**src/rtl/ibex_csr_shadowed.sv**
```systemverilog
// Two-phase shadowed CSR: a first write stages a value and an identical second write commits it.
// A complement shadow copy detects storage corruption. Also provides a sticky lock and a saturating error counter.
module ibex_csr_shadowed #(
    parameter int unsigned              Width       = 32,
    parameter logic [Width-1:0]         ResetValue  = '0,
    parameter logic [Width-1:0]         WriteMask   = '1,
    parameter int unsigned              ErrCntWidth = 4
) (
    input  logic                   clk_i,
    input  logic                   rst_ni,
    input  logic                   wr_en_i,
    input  logic [Width-1:0]       wr_data_i,
    input  logic                   clear_i,
    input  logic                   lock_set_i,
    output logic [Width-1:0]       rd_data_o,
    output logic                   staged_o,
    output logic                   update_err_o,
    output logic                   wr_blocked_o,
    output logic                   storage_err_o,
    output logic                   locked_o,
    output logic [ErrCntWidth-1:0] err_cnt_o
);

    typedef enum logic {
        IDLE   = 1'b0,
        STAGED = 1'b1
    } state_e;

    state_e                 state_q, state_d;
    logic [Width-1:0]       committed_q, committed_d;
    logic [Width-1:0]       shadow_q, shadow_d;
    logic [Width-1:0]       staged_q, staged_d;
    logic                   locked_q;
    logic                   update_err_q, update_err_d;
    logic                   wr_blocked_q, wr_blocked_d;
    logic                   storage_err_prev_q;
    logic [ErrCntWidth-1:0] err_cnt_q, err_cnt_d;

    logic [Width-1:0]       eff_data;
    logic                   lock_now;
    logic                   storage_err;
    logic                   err_event;

    // Non-writable bits always carry the committed value forward.
    assign eff_data    = (wr_data_i & WriteMask) | (committed_q & ~WriteMask);
    assign lock_now    = locked_q | lock_set_i;
    assign storage_err = (committed_q != ~shadow_q);

    always_comb begin
        // NOTE: every signal gets a default first so no path leaves it unassigned, which would infer a latch.
        state_d      = state_q;
        staged_d     = staged_q;
        committed_d  = committed_q;
        shadow_d     = shadow_q;
        update_err_d = 1'b0;
        wr_blocked_d = lock_now & wr_en_i;

        if (lock_now) begin
            state_d = IDLE;
        end else if (clear_i) begin
            state_d = IDLE;
        end else if (wr_en_i) begin
            unique case (state_q)
                IDLE: begin
                    staged_d = eff_data;
                    state_d  = STAGED;
                end
                STAGED: begin
                    if (eff_data == staged_q) begin
                        committed_d = eff_data;
                        shadow_d    = ~eff_data;
                    end else begin
                        update_err_d = 1'b1;
                    end
                    state_d = IDLE;
                end
                default: state_d = IDLE;
            endcase
        end
    end

    // A coincident update error and storage-error rise count as a single increment.
    assign err_event = update_err_d | (storage_err & ~storage_err_prev_q);

    always_comb begin
        err_cnt_d = err_cnt_q;
        if (err_event && (err_cnt_q != {ErrCntWidth{1'b1}})) begin
            err_cnt_d = err_cnt_q + ErrCntWidth'(1);
        end
    end

    // NOTE: state registers use non-blocking assignments so all flops sample pre-edge values together.
    always_ff @(posedge clk_i or negedge rst_ni) begin
        if (!rst_ni) begin
            state_q            <= IDLE;
            committed_q        <= ResetValue;
            shadow_q           <= ~ResetValue;
            staged_q           <= ResetValue;
            locked_q           <= 1'b0;
            update_err_q       <= 1'b0;
            wr_blocked_q       <= 1'b0;
            storage_err_prev_q <= 1'b0;
            err_cnt_q          <= '0;
        end else begin
            state_q            <= state_d;
            committed_q        <= committed_d;
            shadow_q           <= shadow_d;
            staged_q           <= staged_d;
            locked_q           <= lock_now;
            update_err_q       <= update_err_d;
            wr_blocked_q       <= wr_blocked_d;
            storage_err_prev_q <= storage_err;
            err_cnt_q          <= err_cnt_d;
        end
    end

    assign rd_data_o     = committed_q;
    assign staged_o      = (state_q == STAGED);
    assign update_err_o  = update_err_q;
    assign wr_blocked_o  = wr_blocked_q;
    assign storage_err_o = storage_err;
    assign locked_o      = locked_q;
    assign err_cnt_o     = err_cnt_q;

endmodule

```
**config.mk**
```make
export PLATFORM = sky130hd
export DESIGN_NAME = ibex_csr_shadowed
export DESIGN_NICKNAME = d
export VERILOG_FILES = /design/src/rtl/ibex_csr_shadowed.sv
export SDC_FILE = /design/constraint.sdc
export NUM_CORES = 1
export LEC_CHECK = 0
export BUFFER_PORTS_ARGS = -buffer_cell sky130_fd_sc_hd__buf_4
export CORE_MARGIN = 3
export CORE_UTILIZATION = 49
export CTS_CLUSTER_DIAMETER = 80
export CTS_CLUSTER_SIZE = 8
export DETAILED_ROUTE_END_ITERATION = 16
export PLACE_DENSITY_LB_ADDON = 0.08
export SYNTH_ARGS = -nofsm -noshare
export SYNTH_HDL_FRONTEND = slang
export SYNTH_SLANG_ARGS = --single-unit
```
**constraint.sdc**
```tcl
create_clock -name clk_i -period 2.47 [get_ports clk_i]
set_clock_uncertainty 0.1 [all_clocks]
set_input_delay 0.3705 -clock clk_i [delete_from_list [all_inputs] [get_ports clk_i]]
set_output_delay 0.3705 -clock clk_i [all_outputs]
set_load 0.01 [all_outputs]
```
== Word level (Yosys, flattened, before mapping) ==
Index checks and enable logic that the tools add are counted.

* Bits in registers: 105
* Logic and storage cells: 36
* Output and inout port bits: 41

* Reduce and logical (&&, ||, !) cells: 4
* Add/sub/neg operators: 1
* Muxes and demuxes: 9
* Bitwise operators: 10
* Equality and inequality tests: 3

{| class="wikitable"
|+ Operators with widths
! operator !! count
|-
| inverter 32 bit || 2
|-
| equality test 32 bit || 1
|-
| inequality test 32 bit || 1
|-
| 2-to-1 mux 1 bit || 8
|-
| AND reduction 5 bit || 1
|-
| adder 4 x 1 -> 4 bit, second input constant || 1
|-
| inequality test 4 bit, second input constant || 1
|-
| inverter 1 bit || 4
|-
| AND reduction 4 bit || 1
|-
| nonzero test 3 bit || 1
|-
| AND 1 bit || 2
|-
| OR 1 bit || 2
|-
| one-hot mux 1 bit (2 select lines) || 1
|-
| logical AND 1 bit || 1
|}

== Logic depth before layout (Yosys ltp) ==
* Depth after elaboration: 8
* Depth in mapped cells: 8
* Gate-level depth less buffers: 7

== Worst setup path after synthesis ==
Ideal clock, no wire load.

* Kind: flip-flop to flip-flop
* Start point: register shadow_q[12]
* End point: register err_cnt_q[1] (netlist: err_cnt_o[1])
* Path slack: 0.351 ns
* Clock period less this slack: 2.119 ns
* Data required time: 2.245 ns
* Path buffers: 0
* Stages on the path, launching flop included: 7
* Library setup time: 0.125 ns
* Arrival time: 1.895 ns
* Cells stage by stage: dfstp_2 > xor2_1 > nand4_1 > or4_1 > nor2_1 > o22a_1 > mux2_2

* Longest elaborated chain between the ends: 5

{| class="wikitable"
|+ RTL lines
! element !! RTL line !! text
|-
| start, declared || 31 || <nowiki>logic [Width-1:0] shadow_q, shadow_d;</nowiki>
|-
| start signal, assigned || 97 || <nowiki>shadow_q <= ~ResetValue;</nowiki>
|-
| start signal, assigned || 107 || <nowiki>shadow_q <= shadow_d;</nowiki>
|-
| inverter 32 bit || 47 || <nowiki>assign storage_err = (committed_q != ~shadow_q);</nowiki>
|-
| inequality test 32 bit || 47 ||
|-
| AND 1 bit || 83 || <nowiki>assign err_event = update_err_d | (storage_err & ~storage_err_prev_q);</nowiki>
|-
| OR 1 bit || 83 ||
|-
| logical AND 1 bit || 87 || <nowiki>if (err_event && (err_cnt_q != {ErrCntWidth{1'b1}})) begin</nowiki>
|-
| end signal, assigned || 113 || <nowiki>err_cnt_q <= err_cnt_d;</nowiki>
|-
| end, declared || 37 || <nowiki>logic [ErrCntWidth-1:0] err_cnt_q, err_cnt_d;</nowiki>
|}

Every way passes these cells.
A chain may end at the register's enable or synchronous reset.

== Final worst setup path ==
* Start point: register shadow_q[22]
* End point: register err_cnt_q[1] (netlist: err_cnt_o[1])

The elaborated chain is that of the path after synthesis.

==> metrics.md <==
| Metric | Value |
|---|---|
| Max_cap viols | 0 |
| Hold Crit Start | wr_data_i[30] |
| Seq/Total Area, Yosys | 54.06% |
| Rows | 35 |
| Final instance area | 6325 µm² |
| CP arrival | 2.62 ns |
| Pwr Density | 473.5 nW/µm² |
| Reg-to-reg startpoint | shadow_q[22]$_DFFE_PN1P_ |
| Period utilization | 99.56% |
| Non-Filler Instances | 621 |
| Routed len/inst | 17.18 µm |
| Synthesis-to-finish area growth | 28.17% |
| Max VDD drop | 0.4743 mV |
| Max Clk Rate | 406.7 MHz |
| Yosys Warn Count | 0 |
| Vias/cell | 5.068 |
| Worst Tran Pin Value | 0.6249 ns |
| Critical Path Source | shadow_q[22]$_DFFE_PN1P_ |
| Layout cells sized above 1 | 51.63% |
| Ports | 78 |
| CP Max Fanout | 2 |
| Net Count, Synth | 407 |
| Final net count | 525 |
| First-pass GRT wire length | 16700 µm |
| Commonest cells post-synth | 73 x dfrtp_1, 66 x mux2_2, 49 x xor2_1, 32 x dfstp_2, 30 x inv_1 |
| Ys async rst share | 100.0% |
| PortBufs | 77 |
| Clock-pin slew on the worst setup and hold paths | 0.10 ns |
| Die Area | 11310 µm² |
| Synth Flop Type | dfrtp_1 |
| Detail Placement HPWL | 7319 µm |
| Tmin final | 2.459 ns |
| Final setup violation count | 0 |
| CP bufs+invs | 0 |
| Initial antenna violation count | 0 |
| Most numerous cell in the Yosys netlist | dfrtp_1 |
| Cell depth of the worst setup path | 6 |
| Vert. Die Dim | 106.4 µm |
| Gpl congestion | 0.7683 |
| Comb pwr share | 7.7% |
| Crit path launch type | flop |
| Status | complete, no violations |
| Placed cell areas | 5776 µm² |
| WS Path Type | reg -> reg |
| Root Driver | clkbuf_8 |
| Hold WS | 0.04867 ns |
| Register bit count reported by yosys | 105 |
| TritonCTS clock tree | done |
| Int Pwr | 0.002263 W |
| Worst hold stages | 2 |
| # H-tree levels | 3 |
| Slew HR | 58.34% |
| Leak | 3.130 nW |
| CP max stage delay | 0.63 ns |
| Worst path top cell family by delay | simple AND/OR/NAND/NOR gates |
| Final hold vios | 0 |
| Cells after Synth | 369 |
| Placed cell count | 588 |
| Switching pwr | 0.0007317 W |
| Initial Utilization | 51.93% |
| Overflow after GRT | 0 |
| Pin count of the biggest net entering global routing | 47 |
| Clock Tree Buf Depth | 2 |
| Synth cell types | 31 |
| Iteration-0 DRC Markers | 54 |
| Total negative slack | 0 ns |
| Die X-Extent | 106.4 µm |
| Yosys top cell area share | 37.02% |
| Max Transition Viols Final | 0 |
| Seq pwr share | 59.2% |
| Yosys top cell by area | dfrtp_1 |
| Worst-case reg-to-reg path depth | 6 |
| Vias | 3147 |
| Antenna Violating Nets Remaining | 0 |
| Required @ worst endpoint | 2.64 ns |
| Dominant cells by area after synthesis | dfrtp_1 37%, dfstp_2 17%, mux2_2 15% |
| Num CTS Buffers | 9 |
| Syn Area/Cell | 13.37 µm² |
| Pwr Total | 0.002995 W |
| Post-synth EDFFs | 0 |
| Cell Chain, Critical Path | xor2_1 > nand4_1 > or4_4 > nor2_2 > o22a_1 > mux2_2 |
| Crit. End Element | flop |
| Clk_lat worst skew | 0.37 ns |
| Clock power frac | 33.1% |
| Final WL | 10670 µm |
| Vias in the first global route | 3280 |
| RSZ-0062 raised after global routing | true |
| Switching portion of total power | 24.43% |
| GRT Total Usage | 18.78% |
| N_diodes | 0 |
| CORE AREA | 9503 µm² |
| Tightest Hold Check Type | in -> reg |
| Sink Count | 105 |
| TritonRoute pass-1 iters | 4 |
| # DRC | 0 |
| Synthesized area | 4935 µm² |
| Worst path slowest cell | or4_4 |
==> cells in the final DEF, fill, tap and decap left out, types with 2 or more instances in the layout <==
cell type and count:
inv_1 30, buf_4 103, mux2i_1 29, a21oi_2 3, nor2_1 5, inv_6 2
xnor2_2 2, xor2_1 47, mux2_4 19, nor4_1 8, xnor2_1 16, nand4_1 10
xor2_2 2, clkbuf_16 4, clkbuf_8 10, dfrtp_1 73, o21ai_0 2, nand2b_1 2
nor2_2 5, buf_12 4, mux2_2 47, buf_6 4, nor3_1 2, nand3_1 2
nand2_1 5, dfstp_2 32, nor4_2 7
==> area by class of cell <==
class | count | area (µm²)
repair buffers | 117 | 1023
inverters | 30 | 112.6
flip-flops and latches | 105 | 2668
clock inverters | 5 | 38.79
fillers | 750 | 3178
clock buffers | 11 | 141.4
multi-input cells | 224 | 2180
well taps | 129 | 161.4
==> per-layer routing <==
| layer | global-route usage [%] | wire (µm) | vias up |
|---|---|---|---|
| li1 | - | - | 1502 |
| met1 | 25.41 | 4764 | 1569 |
| met2 | 30.95 | 5329 | 61 |
| met3 | 4.068 | 435 | 15 |
| met4 | 4.533 | 136 | 0 |
| met5 | 0 | 0 | - |
==> cell families (layout without fill, tap and decap cells) <==
kind of cell / after synthesis / in the layout / share of synthesized area [%]
AOI/OAI and AO/OA: 7 / 7 / 1.090
xor gates and xnor gates: 67 / 67 / 11.89
adders and majority gates: 1 / 1 / 0.2535
buffers and inverters: 40 / 163 / 4.792
DFF: 105 / 105 / 54.06
muxes: 95 / 95 / 20.94
and+or+nand+nor: 54 / 54 / 6.973
==> sequential cells by signal, indices dropped and copies added (netlist names) <==
| signal | cells |
|---|---|
| locked_o | 1 |
| err_cnt_o | 4 |
| shadow_q | 32 |
| staged_q | 32 |
| update_err_o | 1 |
| storage_err_prev_q | 1 |
| staged_o | 1 |
| rd_data_o | 32 |
| wr_blocked_o | 1 |
==> stage by stage <==
step                setup WS, ns  util, %
finish                   0.01090    66.56
global route            -0.04325    66.56
CTS                     0.009568    62.96
detailed placement       -0.2289    60.78
global placement         -0.2344    60.78
floorplan                 0.3508        -
==> final timing paths <==
kind,to,slack (ns)
worst max-delay path,err_cnt_o[1]$_DFFE_PN0P_,0.01
worst min-delay path,shadow_q[30]$_DFFE_PN1P_,0.05
worst max register to register,err_cnt_o[1]$_DFFE_PN0P_,0.01
worst min register to register,shadow_q[0]$_DFFE_PN1P_,0.38
max in group asynchronous,shadow_q[21]$_DFFE_PN1P_,1.08
min in group asynchronous,rd_data_o[29]$_DFFE_PN0P_,0.45
==> repair_timing <==
| item | 4_1_cts | 5_1_grt |
|---|---|---|
| setup endpoints to repair | 43 | 42 |
| endpoints found under the hold margin | 30 | 0 |
| pin swaps | 2 | 6 |
| hold buffers | 1 | 0 |
| setup buffers | 0 | 11 |
| cloned | 0 | 5 |
| gates resized for setup | 4 | 32 |
==> power by group through the flow <==
stage,registers (W),clock network (W),logic (W)
floorplan,0.00180,0,0.0000742
finish,0.00177,0.000992,0.000230
global route,0.00178,0.00110,0.000254
detailed placement,0.00180,0,0.000220
global placement,0.00180,0,0.000218
CTS,0.00177,0.00103,0.000224
No activity file was read; power rests on OpenSTA's default activity.
